===== src/rtl/spdif_pkg.sv =====
//------------------------------------------------------------------------------
// Module   : spdif_pkg
// Brief    : Shared types and slot constants for the S/PDIF receive path.
// Revision : 1.0 - initial release
//------------------------------------------------------------------------------
`default_nettype none

package spdif_pkg;

  typedef enum logic [1:0] {
    IVL_S = 2'd0,
    IVL_M = 2'd1,
    IVL_L = 2'd2,
    IVL_X = 2'd3
  } ivl_t;

  typedef enum logic [1:0] {
    PRE_B = 2'd0,
    PRE_M = 2'd1,
    PRE_W = 2'd2
  } pre_t;

  typedef enum logic [2:0] {
    ST_HUNT = 3'd0,
    ST_PRE1 = 3'd1,
    ST_PRE2 = 3'd2,
    ST_PRE3 = 3'd3,
    ST_DATA = 3'd4
  } state_t;

  localparam logic [4:0] AUDIO_FIRST = 5'd4;
  localparam logic [4:0] AUDIO_LAST  = 5'd27;
  localparam logic [4:0] SLOT_C      = 5'd30;
  localparam logic [4:0] SLOT_P      = 5'd31;

endpackage

`default_nettype wire


===== src/rtl/spdif_if.sv =====
//------------------------------------------------------------------------------
// Module   : spdif_if
// Brief    : S/PDIF line input and decoded sample/status bundle.
// Revision : 1.0 - initial release
//------------------------------------------------------------------------------
`default_nettype none

interface spdif_if;
  logic        spdif;
  logic [23:0] sample_left;
  logic [23:0] sample_right;
  logic        sample_strobe;
  logic        block_start;
  logic        chan_status;
  logic        parity_err;
  logic        locked;

  modport slave (
    input  spdif,
    output sample_left, sample_right, sample_strobe, block_start,
    output chan_status, parity_err, locked
  );

  modport master (
    output spdif,
    input  sample_left, sample_right, sample_strobe, block_start,
    input  chan_status, parity_err, locked
  );
endinterface

`default_nettype wire


===== src/rtl/spdif_edge_timer.sv =====
//------------------------------------------------------------------------------
// Module   : spdif_edge_timer
// Brief    : Synchronises the line, times edge-to-edge intervals, classifies
//            them as S/M/L/X and emits one registered event per interval.
// Revision : 1.0 - initial release
//------------------------------------------------------------------------------
`default_nettype none

module spdif_edge_timer
  import spdif_pkg::*;
#(
  parameter int unsigned SHORT_MAX = 9,
  parameter int unsigned MED_MAX   = 15,
  parameter int unsigned LONG_MAX  = 24,
  parameter int unsigned CNT_W     = 6
) (
  input  wire logic clk,
  input  wire logic reset,
  input  wire logic i_spdif,
  output logic      o_valid,
  output ivl_t      o_cls
);

  localparam logic [CNT_W-1:0] C_SHORT = CNT_W'(SHORT_MAX);
  localparam logic [CNT_W-1:0] C_MED   = CNT_W'(MED_MAX);
  localparam logic [CNT_W-1:0] C_LONG  = CNT_W'(LONG_MAX);
  localparam logic [CNT_W-1:0] C_SAT   = CNT_W'(LONG_MAX + 1);

  logic             r_sync1;
  logic             r_sync2;
  logic             r_sync3;
  logic [CNT_W-1:0] r_cnt;
  logic             r_valid;
  ivl_t             r_cls;

  logic             w_edge;
  logic             w_loss;
  ivl_t             w_cls;

  assign w_edge = r_sync2 ^ r_sync3;
  // Reaching saturation without an edge is reported once as an X interval.
  assign w_loss = !w_edge && (r_cnt == C_LONG);

  always_comb begin
    w_cls = IVL_X;
    if (r_cnt <= C_SHORT)     w_cls = IVL_S;
    else if (r_cnt <= C_MED)  w_cls = IVL_M;
    else if (r_cnt <= C_LONG) w_cls = IVL_L;
  end

  always_ff @(posedge clk or negedge reset) begin
    if (!reset) begin
      r_sync1 <= 1'b0;
      r_sync2 <= 1'b0;
      r_sync3 <= 1'b0;
      r_cnt   <= '0;
      r_valid <= 1'b0;
      r_cls   <= IVL_S;
    end else begin
      r_sync1 <= i_spdif;
      r_sync2 <= r_sync1;
      r_sync3 <= r_sync2;
      if (w_edge)              r_cnt <= CNT_W'(1);
      else if (r_cnt != C_SAT) r_cnt <= r_cnt + 1'b1;
      r_valid <= w_edge | w_loss;
      r_cls   <= w_loss ? IVL_X : w_cls;
    end
  end

  assign o_valid = r_valid;
  assign o_cls   = r_cls;

endmodule

`default_nettype wire


===== src/rtl/spdif_decoder.sv =====
//------------------------------------------------------------------------------
// Module   : spdif_decoder
// Brief    : Biphase-mark S/PDIF receiver: preamble/slot decode to 24-bit
//            left/right samples with block, channel-status and parity flags.
// Revision : 1.0 - initial release
//------------------------------------------------------------------------------
`default_nettype none

module spdif_decoder
  import spdif_pkg::*;
#(
  parameter int unsigned SHORT_MAX = 9,
  parameter int unsigned MED_MAX   = 15,
  parameter int unsigned LONG_MAX  = 24,
  parameter int unsigned CNT_W     = 6
) (
  input  wire logic clk,
  input  wire logic reset,
  spdif_if.slave    bus
);

  logic        w_valid;
  ivl_t        w_cls;

  state_t      r_state;
  pre_t        r_pre;
  logic        r_half;
  logic [4:0]  r_slot;
  logic [23:0] r_shift;
  logic        r_par;
  logic        r_c;
  logic        r_left_ok;
  logic [1:0]  r_good;
  logic [23:0] r_left;
  logic [23:0] r_right;
  logic        r_strobe;
  logic        r_block;
  logic        r_chan;
  logic        r_perr;
  logic        r_locked;

  state_t      w_state_nxt;
  pre_t        w_pre_nxt;
  logic        w_half_nxt;
  logic        w_bit_vld;
  logic        w_bit;
  logic        w_err;
  logic        w_pre_ok;
  logic        w_last;

  spdif_edge_timer #(
    .SHORT_MAX (SHORT_MAX),
    .MED_MAX   (MED_MAX),
    .LONG_MAX  (LONG_MAX),
    .CNT_W     (CNT_W)
  ) u_timer (
    .clk     (clk),
    .reset   (reset),
    .i_spdif (bus.spdif),
    .o_valid (w_valid),
    .o_cls   (w_cls)
  );

  always_ff @(posedge clk or negedge reset) begin
    if (!reset) begin
      r_state <= ST_HUNT;
      r_pre   <= PRE_B;
      r_half  <= 1'b0;
    end else begin
      r_state <= w_state_nxt;
      r_pre   <= w_pre_nxt;
      r_half  <= w_half_nxt;
    end
  end

  // Preamble intervals in half cells: B=3,1,1,3  M=3,3,1,1  W=3,2,1,2.
  always_comb begin
    w_state_nxt = r_state;
    w_pre_nxt   = r_pre;
    w_half_nxt  = r_half;
    w_bit_vld   = 1'b0;
    w_bit       = 1'b0;
    w_err       = 1'b0;
    w_pre_ok    = 1'b0;
    if (w_valid) begin
      case (r_state)
        ST_HUNT: begin
          if (w_cls == IVL_L) w_state_nxt = ST_PRE1;
          else                w_err       = 1'b1;
        end
        ST_PRE1: begin
          w_state_nxt = ST_PRE2;
          case (w_cls)
            IVL_S:   w_pre_nxt = PRE_B;
            IVL_L:   w_pre_nxt = PRE_M;
            IVL_M:   w_pre_nxt = PRE_W;
            default: begin
              w_err       = 1'b1;
              w_state_nxt = ST_HUNT;
            end
          endcase
        end
        ST_PRE2: begin
          if (w_cls == IVL_S) begin
            w_state_nxt = ST_PRE3;
          end else begin
            w_err       = 1'b1;
            w_state_nxt = ST_HUNT;
          end
        end
        ST_PRE3: begin
          if ((r_pre == PRE_B && w_cls == IVL_L) ||
              (r_pre == PRE_M && w_cls == IVL_S) ||
              (r_pre == PRE_W && w_cls == IVL_M)) begin
            w_state_nxt = ST_DATA;
            w_pre_ok    = 1'b1;
            w_half_nxt  = 1'b0;
          end else begin
            w_err       = 1'b1;
            w_state_nxt = ST_HUNT;
          end
        end
        ST_DATA: begin
          if (r_half) begin
            w_half_nxt = 1'b0;
            if (w_cls == IVL_S) begin
              w_bit_vld = 1'b1;
              w_bit     = 1'b1;
            end else begin
              w_err       = 1'b1;
              w_state_nxt = ST_HUNT;
            end
          end else begin
            case (w_cls)
              IVL_S:   w_half_nxt = 1'b1;
              IVL_M:   w_bit_vld  = 1'b1;
              default: begin
                w_err       = 1'b1;
                w_state_nxt = ST_HUNT;
              end
            endcase
          end
        end
        default: w_state_nxt = ST_HUNT;
      endcase
    end
    w_last = w_bit_vld && (r_slot == SLOT_P);
    if (w_last) w_state_nxt = ST_HUNT;
  end

  always_ff @(posedge clk or negedge reset) begin
    if (!reset) begin
      r_slot    <= '0;
      r_shift   <= '0;
      r_par     <= 1'b0;
      r_c       <= 1'b0;
      r_left_ok <= 1'b0;
      r_good    <= '0;
      r_left    <= '0;
      r_right   <= '0;
      r_strobe  <= 1'b0;
      r_block   <= 1'b0;
      r_chan    <= 1'b0;
      r_perr    <= 1'b0;
      r_locked  <= 1'b0;
    end else begin
      r_strobe <= 1'b0;
      r_block  <= w_pre_ok && (r_pre == PRE_B);
      if (w_pre_ok) begin
        r_slot <= AUDIO_FIRST;
        r_par  <= 1'b0;
      end
      if (w_bit_vld) begin
        r_slot <= r_slot + 5'd1;
        r_par  <= r_par ^ w_bit;
        if (r_slot <= AUDIO_LAST) r_shift <= {w_bit, r_shift[23:1]};
        if (r_slot == SLOT_C)     r_c     <= w_bit;
      end
      if (w_last) begin
        r_chan <= r_c;
        r_perr <= r_par ^ w_bit;
        if (r_pre != PRE_W) begin
          r_left    <= r_shift;
          r_left_ok <= 1'b1;
        end else if (r_left_ok) begin
          // A right sample is only published when it completes a pair.
          r_right   <= r_shift;
          r_strobe  <= 1'b1;
          r_left_ok <= 1'b0;
        end
        if (r_good != 2'd2) r_good <= r_good + 2'd1;
        r_locked <= (r_good != 2'd0);
      end
      if (w_err) begin
        r_good    <= '0;
        r_locked  <= 1'b0;
        r_left_ok <= 1'b0;
      end
    end
  end

  assign bus.sample_left   = r_left;
  assign bus.sample_right  = r_right;
  assign bus.sample_strobe = r_strobe;
  assign bus.block_start   = r_block;
  assign bus.chan_status   = r_chan;
  assign bus.parity_err    = r_perr;
  assign bus.locked        = r_locked;

endmodule

`default_nettype wire


===== src/flat_wrapper.sv =====
// flat-port wrapper written by rule: the top's interface ports become plain ports
module spdif_decoder_flat import spdif_pkg::*;
#(
  parameter int unsigned SHORT_MAX = 9,
  parameter int unsigned MED_MAX   = 15,
  parameter int unsigned LONG_MAX  = 24,
  parameter int unsigned CNT_W     = 6
)
  (clk, reset, bus_spdif, bus_sample_left, bus_sample_right, bus_sample_strobe, bus_block_start, bus_chan_status, bus_parity_err, bus_locked);
  spdif_if bus_i ();
  input  wire logic clk;
  input  wire logic reset;
  input wire logic [$bits(bus_i.spdif)-1:0] bus_spdif;
  output wire logic [$bits(bus_i.sample_left)-1:0] bus_sample_left;
  output wire logic [$bits(bus_i.sample_right)-1:0] bus_sample_right;
  output wire logic [$bits(bus_i.sample_strobe)-1:0] bus_sample_strobe;
  output wire logic [$bits(bus_i.block_start)-1:0] bus_block_start;
  output wire logic [$bits(bus_i.chan_status)-1:0] bus_chan_status;
  output wire logic [$bits(bus_i.parity_err)-1:0] bus_parity_err;
  output wire logic [$bits(bus_i.locked)-1:0] bus_locked;
  assign bus_i.spdif = bus_spdif;
  assign bus_sample_left = bus_i.sample_left;
  assign bus_sample_right = bus_i.sample_right;
  assign bus_sample_strobe = bus_i.sample_strobe;
  assign bus_block_start = bus_i.block_start;
  assign bus_chan_status = bus_i.chan_status;
  assign bus_parity_err = bus_i.parity_err;
  assign bus_locked = bus_i.locked;
  spdif_decoder #(.SHORT_MAX(SHORT_MAX), .MED_MAX(MED_MAX), .LONG_MAX(LONG_MAX), .CNT_W(CNT_W)) u_core (.clk(clk), .reset(reset), .bus(bus_i));
endmodule

===== config.mk =====
export PLATFORM = sky130hd
export DESIGN_NAME = spdif_decoder_flat
export DESIGN_NICKNAME = d
export VERILOG_FILES = /design/src/rtl/spdif_pkg.sv /design/src/rtl/spdif_if.sv /design/src/rtl/spdif_edge_timer.sv /design/src/rtl/spdif_decoder.sv /design/src/flat_wrapper.sv
export SDC_FILE = /design/constraint.sdc
export NUM_CORES = 1
export LEC_CHECK = 0
export CAP_MARGIN = 20
export CORE_ASPECT_RATIO = 0.9
export CORE_MARGIN = 2
export CORE_UTILIZATION = 40
export CTS_CLUSTER_SIZE = 14
export DETAILED_ROUTE_END_ITERATION = 8
export GPL_ROUTABILITY_DRIVEN = 0
export PLACE_DENSITY = 0.59
export RECOVER_POWER = 100
export SETUP_SLACK_MARGIN = 0.5
export SYNTH_ARGS = -nofsm -noshare
export SYNTH_HDL_FRONTEND = slang
export SYNTH_SLANG_ARGS = --single-unit

===== constraint.sdc =====
create_clock -name clk -period 2.72 [get_ports clk]
set_input_delay 0.816 -clock clk [delete_from_list [all_inputs] [get_ports clk]]
set_output_delay 0.816 -clock clk [all_outputs]
set_load 0.02 [all_outputs]

==> key figures, run 1 <==
Outcome
  – Status: finished, final reports clean

Pwr
  – Combinational Power Share: 13.5%
  – Flop pwr share: 50.9%
  – Internal: 2500 µW
  – LEAKAGE: 0.00287 µW
  – Peak VDD IR: 340 µV
  – Clk pwr share: 35.6%
  – Sw power: 1000 µW
  – Power Density: 617 nW/µm²
  – Switching part of the total: 28.6%

Cells and area
  – Post-Layout Cell Count: 565
  – Synth-to-layout area growth: 26.7%
  – Most frequent cells in the layout: dfrtp_1 (100), mux2_2 (73), dlygate4sd3_1 (54)
  – Leading cell type in the layout, fill and taps excluded: dfrtp_1
  – Share of layout cells above drive strength 1: 30.0%
  – Diodes inserted: 0
  – Final #Nets: 419

Detailed routing
  – Vias per cell: 5.02
  – Drt wl/cell: 15.8 µm
  – First-pass DRT Iterations: 5
  – Post-DRT Antenna Nets: 0
  – DRC: 0
  – Initial drt markers: 99
  – Vias: 2,838
  – Final wirelength: 8.93 mm

Die
  – Die width: 116 µm
  – Io pins: 56
  – Placement Rows: 36
  – Starting Density: 41.3%
  – Die Y-Extent: 104 µm
  – Die ar.: 12,100 µm²
  – Core area: 10,900 µm²

Synth
  – FF+latch count, synth: 105
  – Post-Syn Area: 4480 µm²
  – Mapped Cells: 331
  – Cell variety after synth: 54
  – Prevailing post-synth register cell: dfrtp_1
  – Register area share after synthesis: 58.6%
  – Post-synth EDFFs: 0
  – Syn Area/Cell: 13.5 µm²
  – Number of warnings issued by yosys: 0
  – Ys async rst share: 100%
  – Syn Nets: 342

CTS
  – Root Buffer: clkbuf_16
  – CTS tree: built
  – Num CTS Buffers: 9
  – Clock-pin slew of the registers on the worst-case setup and hold paths: 0.07 ns
  – Clock Latency Late Sink: 0.34 ns
  – CTS Sinks: 105
  – H-tree depth: 3
  – Longest Clk Path Bufs: 2

Worst setup path
  – CP max-delay cell: or4b_2
  – CP cell instances: or4b_2 -> a311oi_4 -> o21ai_0 -> a211o_1
  – CP Capture Type: register
  – FF-to-FF path depth: 4
  – FF-to-FF End: u_core.r_slot[3]
  – FF-to-FF Start: u_core.u_timer.o_cls[1]
  – CP max FO: 15
  – Crit Path Category: register to register
  – Critical Path Sink: u_core.r_slot[3]
  – Reg2reg setup slack: 0.37 ns
  – Crit-path max cell delay: 0.78 ns
  – Worst Setup Start Kind: register
  – CP Data Arrival Time: 2.58 ns
  – Worst setup startpoint: u_core.u_timer.o_cls[1]
  – Critical Path RT: 2.94 ns

Global routing
  – Antenna violations before repair: 0
  – First-pass GRT wire length: 15.0 mm
  – Total global-route track usage: 15.7%
  – Largest net degree at the start of global routing: 49
  – Grt ovf: 0
  – Number of global-route vias before repair: 2,891

Timing
  – Fin crit period: 2.35 ns
  – Worst hold margin: 0.362 ns
  – Max Fclk: 425 MHz
  – Final worst path period share: 86.5%
  – Final Hold Viols: 0
  – Final setup TNS: 0 ns
  – Relative slew margins: 22.5%
  – Clock skew: 0.0106 ns
  – Slew @ Worst Pin: 1.16 ns
  – RSZ-0062 raised after global routing: true
  – Setup-failing EPs final: 0
  – Slew Limit Fails: 0

Placed design
  – Post-Place Cells: 533
  – Final HPWL DP: 5.52 mm
  – Port bufs: 55

Min path
  – HP Class: register to register

Run
  – Maxcap violations: 0
==> registers in the layout, indices dropped and copies added, names as in the netlist, 2 cells and up <==
register and count:
u_core.bus.sample_left 24, u_core.bus.sample_right 24, u_core.r_good 2, u_core.r_pre 2
u_core.r_shift 24, u_core.r_slot 5, u_core.r_state 3, u_core.u_timer.o_cls 2
u_core.u_timer.r_cnt 6
==> critical path: cells and delay by family, from the launching register on <==
family           cells  cell delay [ns]
AND/OR/NAND/NOR      1             0.78
AO/OA/AOI/OAI        3             0.93
flip-flops           1             0.53
==> Yosys cell counts, types with 4 or more instances <==
| cell type | n | area share (%) |
|---|---|---|
| a21oi_1 | 8 | 0.89 |
| and3_1 | 5 | 0.70 |
| buf_4 | 5 | 0.84 |
| clkbuf_1 | 5 | 0.42 |
| dfrtp_1 | 105 | 59 |
| ha_1 | 8 | 2.2 |
| inv_1 | 13 | 1.1 |
| mux2_2 | 73 | 18 |
| nand2_1 | 13 | 1.1 |
| nand2b_1 | 4 | 0.56 |
| nand3_1 | 6 | 0.67 |
| nor2_1 | 12 | 1.0 |
| nor3_1 | 6 | 0.67 |
| o21ai_0 | 5 | 0.56 |
| xnor2_1 | 7 | 1.4 |
| xor2_1 | 4 | 0.78 |
==> power groups by stage <==
stage	registers (µW)	logic, µW	clock network [µW]
detailed placement	1820	366	0
global route	1790	534	1360
finish	1780	475	1250
global placement	1810	356	0
CTS	1800	381	1290
floorplan	1720	357	0
==> worst min path at each step <==
| stage | start | to | depth (start not counted) |
|---|---|---|---|
| after floorplan | u_core.u_timer.r_sync1 | u_core.u_timer.r_sync2 | 0 |
| after global placement | u_core.u_timer.r_sync1 | u_core.u_timer.r_sync2 | 0 |
| after detailed placement | u_core.u_timer.r_sync1 | u_core.u_timer.r_sync2 | 0 |
| after CTS | u_core.u_timer.r_sync1 | u_core.u_timer.r_sync2 | 0 |
| after global routing | u_core.u_timer.r_sync1 | u_core.u_timer.r_sync2 | 0 |
| final | u_core.u_timer.r_sync1 | u_core.u_timer.r_sync2 | 0 |
==> metrics by stage <==
step,area [µm²],power (µW),util (%),setup WS [ns]
final,5680,3510,52.3,0.368
after global placement,5240,2170,48.2,0.483
after CTS,5650,3460,52.0,0.501
after global routing,5680,3680,52.3,0.255
after detailed placement,5240,2190,48.2,0.430
after floorplan,4490,2070,-,0.522
==> cells by family (layout without fill, tap and decap cells) <==
family,after synthesis,count (layout),synth area share (%)
xor+xnor,11,11,2.15
simple gates,68,68,9.21
compound gates,35,35,5.44
fa+ha+maj,8,8,2.23
buf+inv,27,109,3.07
mux,77,77,19.3
flops,105,105,58.6
==> what timing repair did <==
action                                  in CTS  in global routing
pin swaps                                    4                  2
gates cloned                                 2                  1
hold endpoints to repair                     0                  0
endpoints found under the setup margin      43                 26
setup buffers                                7                  6
hold buffers                                 0                  0
resized for setup                           11                  5
==> routing by layer <==
| metal | up-vias | global-route usage, % | share of wire [%] |
|---|---|---|---|
| li1 | 1322 | - | - |
| met1 | 1451 | 23.5 | 50 |
| met2 | 58 | 22.9 | 45 |
| met3 | 7 | 3.73 | 4.0 |
| met4 | 0 | 3.79 | 0.82 |
| met5 | - | 0 | 0 |
==> cell type report <==
type	instances	area, µm²
inverters	13	48.8
well taps	152	190
clock inverters	7	63.8
fillers	967	5180
clock buffers	9	225
flip-flops and latches	105	2630
multi-input cells	199	1770
repair buffers	80	748
Power figures use the tool's default switching activity.
==> run 2, diff against run 1 <==
Clock period 2.72 ns to 2.62 ns, I/O delays scaled along.
==> run 2 against run 1 <==
  * The flow now finishes with violations (max-capacitance violations, max-slew violations)
  * Highest routed layer unchanged
  * Register-to-register slack worse by 0.03 ns
  * Largest cell class unchanged
  * Global-route usage is 0.63 points higher
  * Utilization is 1.0 points higher
  * Sequential share of layout area is 0.95 points lower
  * Critical path type unchanged
==> key figures, run 2 (synthesis gave the netlist of run 1 again) <==
Outcome
  – Status: finished, violations left
  – Violated checks: max-capacitance violations, max-slew violations

Global routing
  – Grt ovf: 0
  – First-pass GRT wire length: 15.3 mm
  – Number of global-route vias before repair: 2,950
  – Largest net degree at the start of global routing: 48
  – Total global-route track usage: 16.3%
  – Antenna violations before repair: 0

CTS
  – Clock-pin slew of the registers on the worst-case setup and hold paths: 0.07 ns
  – CTS Sinks: 105
  – Clock Latency Late Sink: 0.34 ns
  – H-tree depth: 3
  – Root Buffer: clkbuf_16
  – CTS tree: built
  – Longest Clk Path Bufs: 2
  – Num CTS Buffers: 9

Worst setup path
  – Critical Path RT: 2.85 ns
  – CP Capture Type: register
  – Crit Path Category: register to register
  – Reg2reg setup slack: 0.34 ns
  – CP max FO: 7
  – CP Data Arrival Time: 2.51 ns
  – Worst Setup Start Kind: register

Placed design
  – Port bufs: 55
  – Final HPWL DP: 5.45 mm
  – Pre-CTS WS: 0.299 ns

Timing
  – Slew Limit Fails: 27
  – Setup-failing EPs final: 0
  – Final setup TNS: 0 ns
  – Fin crit period: 2.28 ns
  – Max Fclk: 439 MHz
  – Relative slew margins: -0.969%
  – Worst setup margin: 0.340 ns
  – Final Hold Viols: 0
  – Slew @ Worst Pin: 1.51 ns
  – Final worst path period share: 87.0%
  – Clock skew: 0.00669 ns
  – RSZ-0062 raised after global routing: true

Cells and area
  – Final #Nets: 431
  – Synth-to-layout area growth: 29.2%
  – Diodes inserted: 0
  – Most frequent cells in the layout: dfrtp_1 (102), mux2_2 (51), clkbuf_1 (28)
  – Share of layout cells above drive strength 1: 28.7%
  – Leading cell type in the layout, fill and taps excluded: dfrtp_1

Detailed routing
  – Post-DRT Antenna Nets: 0
  – Drt wl/cell: 16.1 µm
  – Initial drt markers: 119
  – DRC: 0
  – First-pass DRT Iterations: 6
  – Final wirelength: 9.27 mm
  – Vias per cell: 4.97
  – Vias: 2,868

Min path
  – HP Class: register to register

Pwr
  – Total power: 3860 µW
  – Peak VDD IR: 467 µV
  – LEAKAGE: 0.00292 µW
  – Power Density: 667 nW/µm²

Die
  – Starting Density: 41.3%
  – Die ar.: 12,100 µm²
  – Placement Rows: 36
  – Io pins: 56
  – Die Y-Extent: 104 µm
  – Die width: 116 µm
  – Core area: 10,900 µm²

Run
  – Maxcap violations: 1
[run 2: layout make-up]
type / count / area [µm²]
fill: 956 / 5060
sequential: 105 / 2630
multi-input combinational: 199 / 1780
timing repair buffer: 92 / 791
clock buffer: 9 / 225
tap: 152 / 190
clock inverter: 7 / 126
inverter: 13 / 48.8
[run 2: final timing paths]
kind / start / depth (start not counted) / end
setup reg to reg: u_core.r_slot[0] / 9 / u_core.bus.sample_right[23]
hold reg to reg: u_core.u_timer.r_sync1 / 0 / u_core.u_timer.r_sync2
hold / removal: u_core.u_timer.r_sync1 / 0 / u_core.u_timer.r_sync2
setup / recovery: u_core.r_slot[0] / 9 / u_core.bus.sample_right[23]
max in group asynchronous: reset / 2 / u_core.r_pre[0]
min in group asynchronous: reset / 1 / u_core.r_par
[run 2: routing by layer]
layer,global-route usage (%),routed length [µm],up-vias
met3,4.55,392,9
met2,24.6,4280,53
li1,-,-,1354
met5,0,0,-
met1,23.1,4510,1452
met4,4.22,87,0
[run 2: where the power goes]
part	switching [µW]	internal, µW	leakage, µW	total, µW
clock network	618	944	0.000168	1560
registers	89.2	1700	0.00144	1790
logic	288	227	0.00132	515
[run 2: metrics by stage]
step | hold slack, ns | instances | cell area, µm² | utilization, %
after floorplan | 0.331 | 331 | 4510 | -
after global placement | 0.333 | 535 | 5280 | 48.7
after detailed placement | 0.347 | 535 | 5280 | 48.7
after CTS | 0.355 | 567 | 5840 | 53.8
after global routing | 0.379 | 577 | 5790 | 53.3
final | 0.358 | 577 | 5790 | 53.3
[run 2: worst max-delay path, stage by stage (launching register included)]
cell	delay (ns)
dfrtp_1	0.38
ha_1	0.20
and3_1	0.21
ha_4	0.14
nand4_1	0.21
nor4b_4	0.30
buf_4	0.18
buf_6	0.10
buf_12	0.13
mux2_1	0.33
[run 2: what timing repair did]
| item | 4_1_cts | 5_1_grt |
|---|---|---|
| pin swaps | 3 | 3 |
| hold buffers | 0 | 0 |
| gates cloned | 3 | 0 |
| buffers inserted | 13 | 10 |
| resized for setup | 32 | 52 |
| endpoints found under the setup margin | 59 | 64 |
==> run 3, diff against run 2 <==
Settings changed: ABC_AREA set to 1.
==> run 3 against run 2 <==
  * The run now ends clean
  * Worst setup slack improved by 0.12 ns
  * Non-clock buffer count fell by 31
  * First-iteration DRC count rose by 50%
  * Critical endpoint is now bus_sample_right[7]
  * Critical path depth fell by 8
==> key figures, run 3 <==
Synth
  – Prevailing post-synth register cell: dfrtp_1
  – Most instantiated cells after synthesis: nand2_1 (142), dfrtp_1 (105), o21ai_0 (63), inv_1 (58)
  – Syn Area/Cell: 9.10 µm²
  – Cell variety after synth: 29
  – Mapped Cells: 485
  – Ys async rst share: 100%
  – Number of warnings issued by yosys: 0
  – Count leader, synth: nand2_1
  – Area share of the largest cell type after synthesis: 59.5%
  – FF+latch count, synth: 105
  – Post-synth EDFFs: 0
  – Synth top area cells: dfrtp_1 (60%), nand2_1 (12%), o21ai_0 (7.1%), inv_1 (4.9%), ha_1 (2.3%)
  – Yosys top cell by area: dfrtp_1
  – Register area share after synthesis: 59.5%
  – Syn Nets: 496
  – Post-Syn Area: 4420 µm²

Timing
  – Worst setup margin: 0.464 ns
  – Final Hold Viols: 0
  – Slew @ Worst Pin: 1.02 ns
  – Clock skew: 0.00942 ns
  – Worst hold margin: 0.349 ns
  – Setup-failing EPs final: 0
  – Slew Limit Fails: 0
  – RSZ-0062 raised after global routing: false
  – Final setup TNS: 0 ns
  – Relative slew margins: 32.2%
  – Fin crit period: 2.16 ns
  – Final worst path period share: 82.3%
  – Max Fclk: 464 MHz

CTS
  – Root Buffer: clkbuf_16
  – Clock Latency Late Sink: 0.35 ns
  – CTS Sinks: 105
  – CTS Hold Bufs: 0
  – CTS tree: built
  – Num CTS Buffers: 9
  – H-tree depth: 3
  – Longest Clk Path Bufs: 2
  – Setup repair bufs after CTS: 0
  – Clock-pin slew of the registers on the worst-case setup and hold paths: 0.07 ns

Die
  – Core area: 10,800 µm²
  – Die Y-Extent: 104 µm
  – Die ar.: 11,900 µm²
  – Placement Rows: 36
  – Io pins: 56
  – Starting Density: 40.8%
  – Die width: 115 µm

Min path
  – Hold Crit Start: u_core.u_timer.r_sync1
  – HP Class: register to register
  – Min-Delay Endpoint: u_core.u_timer.r_sync2
  – Hold Crit Depth: 0

Worst setup path
  – Number of buffer and inverter stages on the critical path: 1
  – Crit path max-delay family: buffers and inverters
  – Critical Path RT: 1.83 ns
  – FF-to-FF End: u_core.bus.sample_right[16]
  – Reg2reg setup slack: 0.51 ns
  – CP max-delay cell: dlygate4sd3_1
  – CP Capture Type: output pin
  – Crit-path max cell delay: 0.65 ns
  – Worst Setup Start Kind: register
  – FF-to-FF path depth: 7
  – CP cell instances: dlygate4sd3_1
  – CP Data Arrival Time: 1.37 ns
  – Crit Path Category: register to output pin
  – FF-to-FF Start: u_core.u_timer.o_cls[1]
  – Worst setup startpoint: u_core.bus.sample_right[7]
  – CP max FO: 2

Placed design
  – Pre-CTS WS: 0.545 ns
  – Port bufs: 55
  – Post-Place Cells: 662
  – Final HPWL DP: 5.71 mm

Outcome
  – Status: finished, final reports clean

Global routing
  – Total global-route track usage: 15.4%
  – Antenna violations before repair: 0
  – Largest net degree at the start of global routing: 50
  – Number of global-route vias before repair: 3,107
  – First-pass GRT wire length: 14.8 mm
  – Grt ovf: 0

Cells and area
  – Synth-to-layout area growth: 16.7%
  – Final #Nets: 551
  – Share of layout cells above drive strength 1: 5.32%
  – Fillcell total: 1,070
  – Post-Layout Cell Count: 678
  – Most frequent cells in the layout: nand2_1 (142), dfrtp_1 (105), o21ai_0 (76)
  – Register area: 2630 µm²
  – Diodes inserted: 0
  – Leading cell type in the layout, fill and taps excluded: nand2_1
  – Multi-input logic area: 1440 µm²

Detailed routing
  – DRC: 0
  – Vias per cell: 4.79
  – Final wirelength: 8.57 mm
  – Initial drt markers: 178
  – Drt wl/cell: 12.6 µm
  – First-pass DRT Iterations: 7
  – Vias: 3,249
  – Post-DRT Antenna Nets: 0

Run
  – Maxcap violations: 0

Pwr
  – LEAKAGE: 0.00253 µW
  – Power Density: 669 nW/µm²
  – Peak VDD IR: 366 µV
[run 3: kinds of logic (layout without fill, tap and decap cells)]
| logic type | Yosys count | in the layout | share of synthesized area, % |
|---|---|---|---|
| flip-flops | 105 | 105 | 59.5 |
| adder cells (fa/ha/maj) | 8 | 8 | 2.27 |
| AND/OR/NAND/NOR | 201 | 201 | 19.2 |
| XOR/XNOR | 3 | 3 | 0.595 |
| AO/OA/AOI/OAI | 92 | 92 | 11.2 |
| buffers and inverters | 76 | 136 | 7.17 |
[run 3: timing repair]
| item | in CTS | in global routing |
|---|---|---|
| gates resized for setup | 15 | 32 |
| endpoints found under the hold margin | 0 | 0 |
| endpoints found under the setup margin | 15 | 55 |
[run 3: worst max-delay path by stage]
| stage | end | cells after the start |
|---|---|---|
| floorplan | u_core.bus.sample_left[17] | 10 |
| global placement | u_core.r_left_ok | 10 |
| detailed placement | u_core.r_left_ok | 10 |
| CTS | bus_sample_left[6] | 1 |
| global route | u_core.bus.sample_right[15] | 7 |
| finish | bus_sample_right[7] | 1 |
[run 3: layout make-up]
type,instances,share of cell area (%)
tap,133,3.23
clock buffer,10,4.64
clock inverter,6,1.26
sequential,105,51.0
timing repair buffer,61,7.70
inverter,59,4.30
multi-input combinational,304,27.9
[run 3: layer usage]
| layer | global-route usage (%) | vias to the layer above | routed length (µm) |
|---|---|---|---|
| li1 | - | 1655 | - |
| met1 | 21.6 | 1522 | 4230 |
| met2 | 23.3 | 63 | 3830 |
| met3 | 4.80 | 9 | 406 |
| met4 | 4.13 | 0 | 91 |
| met5 | 0 | - | 0 |
[run 3: where the power goes]
group	switching, µW	internal (µW)
registers	69.8	1670
logic	223	112
clock network	599	770
[run 3: stage by stage]
step	area (µm²)	power [µW]	util [%]
floorplan	4420	2010	-
global placement	5090	2100	47.1
detailed placement	5090	2110	47.1
CTS	5380	3500	49.7
global route	5150	3630	47.7
finish	5150	3450	47.7
